$ cat src/rtl/uart_tx.sv
// uart_tx: UART transmitter, one byte per request, framed as
// start | DATA_W bits LSB first | optional parity | STOP_BITS stop bits.
//   clk      : system clock, rising edge
//   rst      : asynchronous active-low reset
//   tx_start : send request, sampled only while tx_busy=0
//   tx_data  : byte captured on the accepting edge
//   tx       : serial line, idle high
//   tx_busy  : high from accepting edge until the frame ends
//   tx_done  : one-cycle pulse on the edge ending the last stop bit
module uart_tx #(
  parameter int DATA_W     = 8,
  parameter int BAUD_DIV   = 434,
  parameter int PARITY_EN  = 0,
  parameter int PARITY_ODD = 0,
  parameter int STOP_BITS  = 1
) (
  input  logic              clk,
  input  logic              rst,
  input  logic              tx_start,
  input  logic [DATA_W-1:0] tx_data,
  output logic              tx,
  output logic              tx_busy,
  output logic              tx_done
);

  localparam int BW = $clog2(BAUD_DIV);
  localparam int CW = $clog2(DATA_W);

  localparam logic [BW-1:0] BAUD_LAST =
    BW'(BAUD_DIV - 1);
  localparam logic [CW-1:0] BIT_LAST =
    CW'(DATA_W - 1);
  // stop_cnt value of the final stop bit
  localparam logic STOP_LAST = (STOP_BITS == 2);
  localparam logic PAR_ODD   = (PARITY_ODD != 0);
  localparam logic PAR_EN    = (PARITY_EN != 0);

  typedef enum logic [2:0] {
    TX_IDLE   = 3'd0,
    TX_START  = 3'd1,
    TX_DATA   = 3'd2,
    TX_PARITY = 3'd3,
    TX_STOP   = 3'd4
  } state_t;

  state_t            state, state_n;
  logic [BW-1:0]     baud_cnt, baud_n;
  logic [CW-1:0]     bit_cnt, bit_n;
  logic              stop_cnt, stop_n;
  logic [DATA_W-1:0] shift, shift_n;
  logic              parity, parity_n;
  logic              tx_n, busy_n, done_n;
  logic              baud_end;
  logic [BW-1:0]     baud_inc;

  assign baud_end = (baud_cnt == BAUD_LAST);
  assign baud_inc = baud_end ? '0
                             : baud_cnt + 1'b1;

  always_ff @(posedge clk or negedge rst) begin
    if (!rst) begin
      state    <= TX_IDLE;
      baud_cnt <= '0;
      bit_cnt  <= '0;
      stop_cnt <= 1'b0;
      shift    <= '0;
      parity   <= 1'b0;
      tx       <= 1'b1;
      tx_busy  <= 1'b0;
      tx_done  <= 1'b0;
    end else begin
      state    <= state_n;
      baud_cnt <= baud_n;
      bit_cnt  <= bit_n;
      stop_cnt <= stop_n;
      shift    <= shift_n;
      parity   <= parity_n;
      tx       <= tx_n;
      tx_busy  <= busy_n;
      tx_done  <= done_n;
    end
  end

  always_comb begin
    state_n  = state;
    baud_n   = baud_cnt;
    bit_n    = bit_cnt;
    stop_n   = stop_cnt;
    shift_n  = shift;
    parity_n = parity;
    tx_n     = tx;
    busy_n   = tx_busy;
    done_n   = 1'b0;

    case (state)
      TX_IDLE: begin
        tx_n   = 1'b1;
        busy_n = 1'b0;
        if (tx_start) begin
          shift_n  = tx_data;
          parity_n = (^tx_data) ^ PAR_ODD;
          state_n  = TX_START;
          tx_n     = 1'b0;
          busy_n   = 1'b1;
          baud_n   = '0;
        end
      end

      TX_START: begin
        baud_n = baud_inc;
        if (baud_end) begin
          state_n = TX_DATA;
          tx_n    = shift[0];
          bit_n   = '0;
        end
      end

      TX_DATA: begin
        baud_n = baud_inc;
        if (baud_end) begin
          if (bit_cnt == BIT_LAST) begin
            if (PAR_EN) begin
              state_n = TX_PARITY;
              tx_n    = parity;
            end else begin
              state_n = TX_STOP;
              tx_n    = 1'b1;
              stop_n  = 1'b0;
            end
          end else begin
            // tx takes the bit that the shift exposes
            shift_n = {1'b0, shift[DATA_W-1:1]};
            tx_n    = shift[1];
            bit_n   = bit_cnt + 1'b1;
          end
        end
      end

      TX_PARITY: begin
        baud_n = baud_inc;
        if (baud_end) begin
          state_n = TX_STOP;
          tx_n    = 1'b1;
          stop_n  = 1'b0;
        end
      end

      TX_STOP: begin
        baud_n = baud_inc;
        tx_n   = 1'b1;
        if (baud_end) begin
          if (stop_cnt == STOP_LAST) begin
            state_n = TX_IDLE;
            busy_n  = 1'b0;
            done_n  = 1'b1;
          end else begin
            stop_n = 1'b1;
          end
        end
      end

      default: begin
        state_n  = TX_IDLE;
        baud_n   = '0;
        bit_n    = '0;
        stop_n   = 1'b0;
        shift_n  = '0;
        parity_n = 1'b0;
        tx_n     = 1'b1;
        busy_n   = 1'b0;
      end
    endcase
  end

endmodule

$ cat config.mk
export PLATFORM = sky130hd
export DESIGN_NAME = uart_tx
export DESIGN_NICKNAME = d
export VERILOG_FILES = /design/src/rtl/uart_tx.sv
export SDC_FILE = /design/constraint.sdc
export NUM_CORES = 1
export LEC_CHECK = 0
export ABC_CLOCK_PERIOD_IN_PS = 5900
export BUFFER_PORTS_ARGS = -buffer_cell sky130_fd_sc_hd__buf_2
export CAP_MARGIN = 20
export CORE_AREA = 2 2 57 80
export CTS_BUF_LIST = sky130_fd_sc_hd__clkbuf_8 sky130_fd_sc_hd__clkbuf_16
export DETAILED_ROUTE_END_ITERATION = 7
export DIE_AREA = 0 0 59 82
export SETUP_SLACK_MARGIN = 0.02
export SYNTH_ARGS = -nofsm -noshare
export SYNTH_HDL_FRONTEND = slang
export SYNTH_SLANG_ARGS = --single-unit
$ cat constraint.sdc
create_clock -name clk -period 5.9 [get_ports clk]
set_input_delay 0.295 -clock clk [delete_from_list [all_inputs] [get_ports clk]]
set_output_delay 0.295 -clock clk [all_outputs]
set_load 0.01 [all_outputs]
==> impl_metrics.yaml <==
setup_path:
  cp-end-kind: "register"
  crit_type: "reg2reg"
  start_kind: "register"
  cp_max_fo: 12
  worstPathCellList: "inv_1, ha_1, and4b_2, nand4_1, a32oi_4, mux2_2"
  r2r_cells: 6
  critical_path.startpoint: "baud_cnt[1]"
  r2r-start: "baud_cnt[1]"
  crit_required_ns: 6.06
  r2r-end: "shift[5]"
  crit_path_max_incr_delay_ns: 0.57
  cp.arrival_ns: 2.57
  crit_end: "shift[5]"
  ff2ff_setup_slack_ns: 3.49
  cp_slowest_cell: "a32oi_4"
timing:
  finalCriticalPeriod_ns: 2.41
  tightestPinTransition_ns: 0.650
  clock_skew_ns: 0.00575
  hold_viol: 0
  setup_tns_ns: 0
  worst_slack_ns: 3.49
  relSlewSlack: 0.563
  final-max-slew-violation-count: 0
  fmax_mhz: 414
  rsz0062_at_grt: "false"
  setup_viol: 0
  fin_crit_sh: 0.409
min_path:
  hp-class: "in2async"
layout:
  syn_to_final_growth_pct: 10.4
  drive_above_1_share: 0.307
  antennaDiodeCount: 0
  nNetsFinal: 153
  n_fill_cell: 415
  final_util: 0.373
  finish.instance_area_sq_um: 1540
detailed_routing:
  drc_errors: 0
  drt_first_pass_iters: 4
  wirelength_um: 2630
  ant_nets: 0
  drt-vias-per-instance: 5.55
  route.detailed.wl_per_inst_um: 14.5
  drt_iter0_drc: 39
  via_count: 1011
yosys:
  syn_avg_cell_area_sq_um: 11.3
  synth-async-reset-ratio: 1.00
  synth_area_leaders: "dfrtp_1 (45%), mux2_2 (7.3%), a22o_2 (4.3%)"
  synth_enable_flop_cells: 0
  postSynthNetCount: 139
  synth_top_area_frac: 0.448
  synth_area_leader_cell: "dfrtp_1"
  synth_cell_types: 38
  syn-instance-count: 124
  syn_area_sq_um: 1400
  seq_area_frac_synth: 0.467
  synth_warnings: 0
  ys_ff_latch: 26
  synth_flop_cell: "dfrtp_1"
floorplanning:
  die-area_sq_um: 4840
  io_pins: 14
  core_area_sq_um: 4130
  die_x_um: 59
  num_rows: 28
  initial_core_util: 0.338
  die_h_um: 82
grt:
  gr-total-overflow: 0
  grt_pass1_vias: 1027
  grt_pass1_wl_um: 4620
  antenna_found_initial: 0
  grt_max_degree: 27
  grt.total_usage: 0.124
placed_design:
  gp_congestion: 0.786
  place_worst_setup_slack_ns: 3.53
  io_buffers: 13
  hpwl_um: 1960
  postPlaceCellArea_sq_um: 1490
status:
  outcome: "complete, no violations"
clocking:
  cts_buffer_depth: 2
  clk_latency_ns: 0.27
  cts_tree: "done"
  htreeDepth: 1
  post_cts_buffers: 0
  cts.repair.resized: 0
  cts.clk_slew.worst_paths_ns: 0.09
  ctsHoldBuffers: 0
  numCtsBuffers: 3
  cts_root_buf: "clkbuf_8"
  cts_sinks: 26
flow_run:
  cap_violations: 0
power_and_ir_drop:
  finalPower_uw: 552
  ir_drop_v: 0.000165
  p_leak_nw: 0.673
  cellPowerDensity_nw_per_um2: 358
-- worst min-delay path by stage --
stage / depth (start not counted) / from / slack [ns] / to
2_1_floorplan: 0 / rst / -0.0006 / baud_cnt[0]
3_3_place_gp: 1 / rst / 0.32 / baud_cnt[2]
3_5_place_dp: 1 / rst / 0.34 / baud_cnt[3]
4_1_cts: 1 / rst / 0.04 / tx_busy
5_1_grt: 1 / rst / 0.06 / baud_cnt[3]
6_report: 1 / rst / 0.01 / baud_cnt[3]
-- Yosys cell counts (all sizes together) (3+ instances only) --
master / number
nor2: 12
nand2: 9
buf: 4
o21ai: 7
nor3: 3
ha: 4
nor4: 3
inv: 5
mux2: 9
nand3: 5
a22o: 9
nand4: 3
dfrtp: 25
xnor2: 5
-- state kept, by name, summed over array words and instances, names as in the netlist --
| signal | count |
|---|---|
| state | 3 |
| tx | 1 |
| baud_cnt | 9 |
| shift | 8 |
| bit_cnt | 3 |
| tx_busy | 1 |
| tx_done | 1 |
-- through the flow --
stage	hold slack, ns	std cells
floorplan	-0.000591	124
global placement	0.317	178
detailed placement	0.338	178
CTS	0.0428	182
global route	0.0577	182
finish	0.0104	182
-- layout by cell type (no fill, tap or decap), drive strengths merged, types with 2 or more instances in the layout --
master,Yosys,layout
buf,4,13
xor2,2,2
nor4,3,3
nand2,9,9
nor2,12,12
clkbuf,0,4
or3,2,2
ha,4,4
dfrtp,25,25
nand4,3,3
inv,5,5
mux2,9,9
nor3b,2,2
a21o,2,2
xnor2,5,5
nor3,3,3
a22o,9,9
o21ai,7,7
nor4b,2,2
nand3,5,5
a21oi,2,2
-- layer usage --
metal	track usage	vias to the layer above	wire [um]
met5	0	-	0
met4	0.0477	0	45
met3	0.0189	5	68
met2	0.223	17	1370
met1	0.144	508	1150
li1	-	481	-
-- area by class of cell --
class	instances	area, sq um	share of cell area
inverters	5	18.8	0.0122
multi-input cells	89	694	0.450
clock buffers	4	55.1	0.0357
flip-flops and latches	26	652	0.423
repair buffers	13	65.1	0.0422
well taps	45	56.3	0.0365
-- where the power goes --
group	internal (mW)	leakage, nW	total [mW]	switching, mW
Combinational	0.0846	0.302	0.170	0.0858
Clock	0.0596	0.0288	0.114	0.0545
Sequential	0.223	0.343	0.268	0.0447
Total	0.367	0.673	0.552	0.185
-- critical path: cells and delay by family, from the launching register on --
| family | cells | cell delay [ns] |
|---|---|---|
| flip-flops | 1 | 0.42 |
| AO/OA/AOI/OAI | 1 | 0.57 |
| AND/OR/NAND/NOR | 2 | 0.70 |
| buffers and inverters | 1 | 0.09 |
| adder cells (fa/ha/maj) | 1 | 0.14 |
| multiplexers | 1 | 0.39 |
-- cells by family (layout without fill, tap and decap cells) --
kind of cell | after synthesis | after routing | share of synthesized area
AOI/OAI and AO/OA | 25 | 25 | 0.154
xor gates and xnor gates | 7 | 7 | 0.0439
adders and majority gates | 4 | 4 | 0.0358
buffers and inverters | 9 | 22 | 0.0358
DFF | 26 | 26 | 0.467
muxes | 10 | 10 | 0.0798
and+or+nand+nor | 43 | 43 | 0.184
No activity file was read; power rests on OpenSTA's default activity.
